--- config.mk ---
export PLATFORM = sky130hd
export DESIGN_NAME = muldiv_unit_flat
export DESIGN_NICKNAME = d
export VERILOG_FILES = /design/src/rtl/muldiv_if.sv /design/src/rtl/muldiv_unit.sv /design/src/flat_wrapper.sv
export SDC_FILE = /design/constraint.sdc
export NUM_CORES = 1
export LEC_CHECK = 0
export ABC_AREA = 1
export BUFFER_PORTS_ARGS = -buffer_cell sky130_fd_sc_hd__buf_2
export CAP_MARGIN = 20
export CORE_ASPECT_RATIO = 1.25
export CORE_MARGIN = 4
export CORE_UTILIZATION = 55
export CTS_BUF_LIST = sky130_fd_sc_hd__clkbuf_8 sky130_fd_sc_hd__clkbuf_16
export DETAILED_ROUTE_END_ITERATION = 16
export PLACE_DENSITY = 0.74
export SETUP_SLACK_MARGIN = 0.4
export SLEW_MARGIN = 20
export SYNTH_ARGS = -nofsm -noshare
export SYNTH_HDL_FRONTEND = slang
export SYNTH_SLANG_ARGS = --single-unit
--- constraint.sdc ---
create_clock -name w_clock -period 4 [get_ports w_clock]
set_clock_uncertainty 0.15 [all_clocks]
set_input_delay 0.2 -clock w_clock [delete_from_list [all_inputs] [get_ports w_clock]]
set_output_delay 0.2 -clock w_clock [all_outputs]
set_load 0.02 [all_outputs]
--- src/rtl/muldiv_if.sv ---
// Issue/result bundle between the execute stage and the multiply/divide unit.
// The execute stage is the master; muldiv_unit is the slave.
interface muldiv_if #(parameter int WIDTH = 32);
  logic             w_start;
  logic [5:0]       w_op_code_6;
  logic [WIDTH-1:0] w_input1_x;
  logic [WIDTH-1:0] w_input2_x;
  logic             w_busy;
  logic             w_done;
  logic             w_div_by_zero;
  logic [WIDTH-1:0] w_hi_x;
  logic [WIDTH-1:0] w_lo_x;

  modport master (
    output w_start, w_op_code_6, w_input1_x, w_input2_x,
    input  w_busy, w_done, w_div_by_zero, w_hi_x, w_lo_x
  );

  modport slave (
    input  w_start, w_op_code_6, w_input1_x, w_input2_x,
    output w_busy, w_done, w_div_by_zero, w_hi_x, w_lo_x
  );
endinterface

--- src/rtl/muldiv_unit.sv ---
// Iterative multiply/divide unit owning architectural HI/LO.
// One shift-add (mul) or restoring-subtract (div) step per cycle on magnitudes; sign fixed at the end.
module muldiv_unit #(
  parameter int WIDTH = 32
) (
  input  logic     w_clock,
  input  logic     w_reset_n,
  muldiv_if.slave  bus
);
  localparam int CW = $clog2(WIDTH);
  localparam logic [5:0] OP_MTHI  = 6'h11;
  localparam logic [5:0] OP_MTLO  = 6'h13;
  localparam logic [5:0] OP_MULT  = 6'h18;
  localparam logic [5:0] OP_MULTU = 6'h19;
  localparam logic [5:0] OP_DIV   = 6'h1a;
  localparam logic [5:0] OP_DIVU  = 6'h1b;

  typedef enum logic [1:0] {IDLE, RUN, FIX} state_e;
  state_e state_q, state_d;

  logic [CW-1:0]    cnt_q;
  logic [WIDTH:0]   acc_hi_q;   // mul: product high half + carry; div: partial remainder
  logic [WIDTH-1:0] acc_lo_q;   // mul: multiplier / product low; div: dividend / quotient
  logic [WIDTH-1:0] opnd_q;     // multiplicand or divisor magnitude
  logic [WIDTH-1:0] hi_q, lo_q;
  logic             is_div_q, qneg_q, rneg_q, dbz_q, done_q;

  // issue decode
  logic             is_mul_op, is_div_op, is_signed, s1, s2, accept;
  logic [WIDTH-1:0] mag1, mag2;
  assign is_mul_op = (bus.w_op_code_6 == OP_MULT) || (bus.w_op_code_6 == OP_MULTU);
  assign is_div_op = (bus.w_op_code_6 == OP_DIV)  || (bus.w_op_code_6 == OP_DIVU);
  assign is_signed = (bus.w_op_code_6 == OP_MULT) || (bus.w_op_code_6 == OP_DIV);
  assign s1        = is_signed & bus.w_input1_x[WIDTH-1];
  assign s2        = is_signed & bus.w_input2_x[WIDTH-1];
  assign mag1      = s1 ? -bus.w_input1_x : bus.w_input1_x;
  assign mag2      = s2 ? -bus.w_input2_x : bus.w_input2_x;
  assign accept    = (state_q == IDLE) && bus.w_start && (is_mul_op || is_div_op);

  // iteration datapath
  logic [WIDTH:0]     mul_sum, div_shift, div_diff;
  logic [2*WIDTH-1:0] prod, prod_s;
  logic [WIDTH-1:0]   quo_s, rem_s;
  assign mul_sum   = acc_hi_q + (acc_lo_q[0] ? {1'b0, opnd_q} : '0);
  assign div_shift = {acc_hi_q[WIDTH-1:0], acc_lo_q[WIDTH-1]};
  assign div_diff  = div_shift - {1'b0, opnd_q};
  assign prod      = {acc_hi_q[WIDTH-1:0], acc_lo_q};
  assign prod_s    = qneg_q ? -prod : prod;
  assign quo_s     = qneg_q ? -acc_lo_q : acc_lo_q;
  // a zero divisor leaves |rs| in the remainder, so re-signing it restores raw rs
  assign rem_s     = rneg_q ? -acc_hi_q[WIDTH-1:0] : acc_hi_q[WIDTH-1:0];

  always_comb begin
    state_d = state_q;
    unique case (state_q)
      IDLE:    if (accept) state_d = RUN;
      RUN:     if (cnt_q == '0) state_d = FIX;
      FIX:     state_d = IDLE;
      default: state_d = IDLE;
    endcase
  end

  always_ff @(posedge w_clock or negedge w_reset_n) begin
    if (!w_reset_n) begin
      state_q  <= IDLE;
      cnt_q    <= '0;
      acc_hi_q <= '0;
      acc_lo_q <= '0;
      opnd_q   <= '0;
      hi_q     <= '0;
      lo_q     <= '0;
      is_div_q <= 1'b0;
      qneg_q   <= 1'b0;
      rneg_q   <= 1'b0;
      dbz_q    <= 1'b0;
      done_q   <= 1'b0;
    end else begin
      state_q <= state_d;
      done_q  <= 1'b0;
      unique case (state_q)
        IDLE: begin
          if (accept) begin
            cnt_q    <= CW'(WIDTH-1);
            acc_hi_q <= '0;
            acc_lo_q <= mag1;
            opnd_q   <= is_div_op ? mag2 : mag1;
            if (!is_div_op) acc_lo_q <= mag2;
            is_div_q <= is_div_op;
            qneg_q   <= s1 ^ s2;
            rneg_q   <= s1;
            dbz_q    <= is_div_op && (bus.w_input2_x == '0);
          end else if (bus.w_start && bus.w_op_code_6 == OP_MTHI) begin
            hi_q <= bus.w_input1_x;
          end else if (bus.w_start && bus.w_op_code_6 == OP_MTLO) begin
            lo_q <= bus.w_input1_x;
          end
        end
        RUN: begin
          if (cnt_q != '0) cnt_q <= cnt_q - CW'(1);
          if (is_div_q) begin
            acc_hi_q <= div_diff[WIDTH] ? div_shift : div_diff;
            acc_lo_q <= {acc_lo_q[WIDTH-2:0], ~div_diff[WIDTH]};
          end else begin
            acc_hi_q <= {1'b0, mul_sum[WIDTH:1]};
            acc_lo_q <= {mul_sum[0], acc_lo_q[WIDTH-1:1]};
          end
        end
        FIX: begin
          done_q <= 1'b1;
          if (is_div_q) begin
            hi_q <= rem_s;
            lo_q <= dbz_q ? '1 : quo_s;
          end else begin
            hi_q <= prod_s[2*WIDTH-1:WIDTH];
            lo_q <= prod_s[WIDTH-1:0];
          end
        end
        default: ;
      endcase
    end
  end

  assign bus.w_busy        = (state_q != IDLE);
  assign bus.w_done        = done_q;
  assign bus.w_div_by_zero = done_q & dbz_q;
  assign bus.w_hi_x        = hi_q;
  assign bus.w_lo_x        = lo_q;
endmodule

--- src/flat_wrapper.sv ---
// flat-port wrapper written by rule: the top's interface ports become plain ports
module muldiv_unit_flat 
#(
  parameter int WIDTH = 32
)
  (w_clock, w_reset_n, bus_w_start, bus_w_op_code_6, bus_w_input1_x, bus_w_input2_x, bus_w_busy, bus_w_done, bus_w_div_by_zero, bus_w_hi_x, bus_w_lo_x);
  muldiv_if #(.WIDTH(WIDTH)) bus_i ();
  input  logic w_clock;
  input  logic w_reset_n;
  input wire logic [$bits(bus_i.w_start)-1:0] bus_w_start;
  input wire logic [$bits(bus_i.w_op_code_6)-1:0] bus_w_op_code_6;
  input wire logic [$bits(bus_i.w_input1_x)-1:0] bus_w_input1_x;
  input wire logic [$bits(bus_i.w_input2_x)-1:0] bus_w_input2_x;
  output wire logic [$bits(bus_i.w_busy)-1:0] bus_w_busy;
  output wire logic [$bits(bus_i.w_done)-1:0] bus_w_done;
  output wire logic [$bits(bus_i.w_div_by_zero)-1:0] bus_w_div_by_zero;
  output wire logic [$bits(bus_i.w_hi_x)-1:0] bus_w_hi_x;
  output wire logic [$bits(bus_i.w_lo_x)-1:0] bus_w_lo_x;
  assign bus_i.w_start = bus_w_start;
  assign bus_i.w_op_code_6 = bus_w_op_code_6;
  assign bus_i.w_input1_x = bus_w_input1_x;
  assign bus_i.w_input2_x = bus_w_input2_x;
  assign bus_w_busy = bus_i.w_busy;
  assign bus_w_done = bus_i.w_done;
  assign bus_w_div_by_zero = bus_i.w_div_by_zero;
  assign bus_w_hi_x = bus_i.w_hi_x;
  assign bus_w_lo_x = bus_i.w_lo_x;
  muldiv_unit #(.WIDTH(WIDTH)) u_core (.w_clock(w_clock), .w_reset_n(w_reset_n), .bus(bus_i));
endmodule
==> impl_metrics.csv <==
group,metric,value,unit
run_status,run_status,"completed",
critical_path,slowest_delay,0.48,ns
global_routing,grt_antenna_before_repair,3,
run,drv_cap,0,
critical_path,cp_max_fo,14,
power_and_ir_drop,p_leak,10.8,nW
synthesis,synth-seq-area-share,0.232,
synthesis,synth_edf_count,0,
clock_network,path_clk_slew,0.07,ns
cells_and_area,area_growth,10.7,%
sta,fin_tns_setup,0,ns
synthesis,synthTopCellsByCount,"nand2_1 (956), nor2_1 (481), inv_1 (438)",
synthesis,synthArstFlopShare,1.00,
clock_network,clk_latency,0.48,ns
critical_path,cp_data_required_time,4.19,ns
power_and_ir_drop,p_per_area,916,nW/um2
cells_and_area,final_util,0.615,
global_routing,grt_pass1_wl,126000,um
routing,met1Wirelength,29400,um
routing,drt-vias-per-instance,6.13,
clock_network,htree_levels,4,
sta,fin_hold_ws,0.0116,ns
placement,io_buffers,139,
clock_network,numCtsBuffers,17,
die,core_area,33600,um2
synthesis,ys_warn_count,0,
cells_and_area,drive_gt1_frac,0.0937,
routing,drcViolationCount,0,
cells_and_area,regArea,4330,um2
synthesis,synth_top_flop_cell,"dfrtp_1",
synthesis,synth_area_per_cell,5.74,um2
routing,dr_wl_met3,8680,um
synthesis,synth-seq-cells,173,
placement,dp_hpwl,67500,um
critical_path,cpMostUsedCell,"nand2_1",
global_routing,grt_max_degree,82,
synthesis,netlist-cell-type-count,48,
die,die_x,173,um
sta,hold_viol,0,
clock_network,cts-root-buf,"clkbuf_16",
global_routing,gr-total-overflow,0,
sta,finalCriticalPeriod,3.41,ns
critical_path,crit_type,"reg -> reg",
placement,gp_congestion,1.08,
synthesis,synth_most_common_cell,"nand2_1",
power_and_ir_drop,max-vdd-ir-drop,0.000518,V
worst_hold_path,hold_class,"in -> reg",
critical_path,cp-end-kind,"flop",
sta,finalCritPeriodShare,0.854,
synthesis,ys_top_cells_by_area,"dfrtp_1 (23%), nand2_1 (19%), nor2_1 (9.7%)",
critical_path,worstPathCellList,"ha_1 > nand2_1 > nor2_1 > nand2_1 > inv_1 > nand2_1 > nand2_1 > nand2_1 > nand2_1 > nand2_1 > a21oi_1 > or2_2 > ha_4 > inv_4 > buf_4 > a21oi_1 > o21ai_0 > nand2_1 > o211ai_1 > o21ai_0",
clock_network,postCtsSetupBuffers,0,
sta,max_freq,0.293,GHz
synthesis,yosys.area.top_type,"dfrtp_1",
worst_hold_path,holdPathStages,4,
routing,dr_wl_met2,37000,um
sta,rsz0062_at_grt,"false",
sta,drv_slew,0,
routing,wl_per_cell,22.0,um
synthesis,synth_top_area_frac,0.232,
clock_network,clock_path_buffers,2,
global_routing,grt_util_all_layers,0.437,
sta,setup_viol,0,
critical_path,worst_setup_path_start_kind,"flop",
global_routing,grt_pass1_vias,21605,
power_and_ir_drop,p_total,18.9,mW
cells_and_area,multi_input_area,12200,um2
routing,via_count,23391,
routing,drt_first_pass_iters,7,
sta,relSlewSlack,0.426,
cells_and_area,antennaDiodeCount,0,
die,start_util,0.556,
critical_path,r2r_cells,20,
sta,worst_pin_slew,0.861,ns
critical_path,cp.arrival,3.61,ns
routing,routed_wl,84100,um
synthesis,netlist_instances,3254,
die,dieHeight,214,um
synthesis,synth_fp_nets,3401,
routing,route.antenna.remaining_nets,0,
routing,dr.max_layer_used,"met5",
cells_and_area,nFillCells,3315,
clock_network,clock-sinks,173,
die,rows,75,
clock_network,cts_tree,"done",
cells_and_area,final_nets,3528,
critical_path,slowest_stage,"dfrtp_1",
synthesis,synth_area,18700,um2
die,die-area,37000,um2
routing,drtIter0Drc,3342,
die,num_io_pins,140,
[state kept, by name (all words and copies together) (netlist names)]
name / cells
u_core.dbz_q: 1
u_core.is_div_q: 1
u_core.cnt_q: 5
u_core.opnd_q: 32
u_core.qneg_q: 1
u_core.bus.w_done: 1
u_core.acc_hi_q: 33
u_core.bus.w_hi_x: 32
u_core.acc_lo_q: 32
u_core.state_q: 2
u_core.rneg_q: 1
u_core.bus.w_lo_x: 32
[per-layer routing]
metal,vias up,GRT usage
li1,10644,-
met1,10564,0.510
met2,1706,0.698
met3,473,0.0825
met4,4,0.358
met5,-,0
[layout make-up]
class	count	share of cell area
inverter	452	0.0823
tap	423	0.0256
timing repair buffer	213	0.0629
multi-input combinational	2524	0.589
sequential	173	0.210
clock buffer	17	0.0206
clock inverter	15	0.0102
[cell usage in the layout (no fill, tap or decap), drive strengths merged, types with 10 or more instances in the layout]
| master | synthesis | layout |
|---|---|---|
| o221ai | 11 | 11 |
| nor3 | 18 | 18 |
| nand2 | 970 | 970 |
| inv | 450 | 458 |
| dlygate4sd3 | 0 | 11 |
| ha | 72 | 72 |
| nand3b | 10 | 10 |
| clkbuf | 44 | 17 |
| nand4 | 35 | 35 |
| a21oi | 229 | 229 |
| xor2 | 48 | 48 |
| dfrtp | 173 | 173 |
| nand3 | 332 | 332 |
| o211ai | 34 | 34 |
| nor2 | 501 | 501 |
| xnor2 | 17 | 17 |
| o21bai | 12 | 12 |
| o21ai | 189 | 189 |
| buf | 61 | 202 |
| a31oi | 10 | 10 |
[cell families (layout without fill, tap and decap cells)]
| group | after synthesis | after routing | share of synthesized area |
|---|---|---|---|
| xor gates and xnor gates | 65 | 65 | 0.0305 |
| DFF | 173 | 173 | 0.232 |
| AOI/OAI and AO/OA | 503 | 503 | 0.150 |
| adders and majority gates | 74 | 74 | 0.0504 |
| buffers and inverters | 557 | 697 | 0.119 |
| and+or+nand+nor | 1882 | 1882 | 0.418 |
[worst paths after layout]
path | start | endpoint | slack, ns
min in group asynchronous | w_reset_n | u_core.bus.w_hi_x[31] | 0.18
min reg2reg | u_core.bus.w_lo_x[5] | u_core.bus.w_lo_x[5] | 0.35
max in group asynchronous | w_reset_n | u_core.acc_lo_q[19] | 2.44
min | bus_w_input2_x[5] | u_core.opnd_q[5] | 0.01
max reg2reg | u_core.acc_hi_q[10] | u_core.acc_hi_q[10] | 0.59
max | u_core.acc_hi_q[10] | u_core.acc_hi_q[10] | 0.59
[critical path: cells and delay by family, from the launching register on]
kind | cells | cell delay (ns)
AO/OA/AOI/OAI | 5 | 0.47
AND/OR/NAND/NOR | 10 | 1.17
buffers and inverters | 3 | 0.39
flip-flops | 1 | 0.48
adder cells (fa/ha/maj) | 2 | 0.64
[metrics by stage]
stage | instance area (um2) | cells | setup slack, ns
after global routing | 20700 | 3817 | 0.401
final | 20700 | 3817 | 0.586
after CTS | 20600 | 3817 | 0.453
after floorplan | 18700 | 3254 | 0.743
after detailed placement | 19900 | 3774 | 0.362
after global placement | 19900 | 3774 | 0.459
[power breakdown]
group	switching (mW)	internal (mW)	total, mW
combinational	9.43	4.17	13.6
clock	0.900	0.912	1.81
sequential	0.919	2.62	3.53
[timing repair]
action	4_1_cts	5_1_grt
endpoints found under the hold margin	88	0
hold buffers	11	0
resized for setup	1	9
endpoints found under the setup margin	11	30
Power figures use the tool's default switching activity.
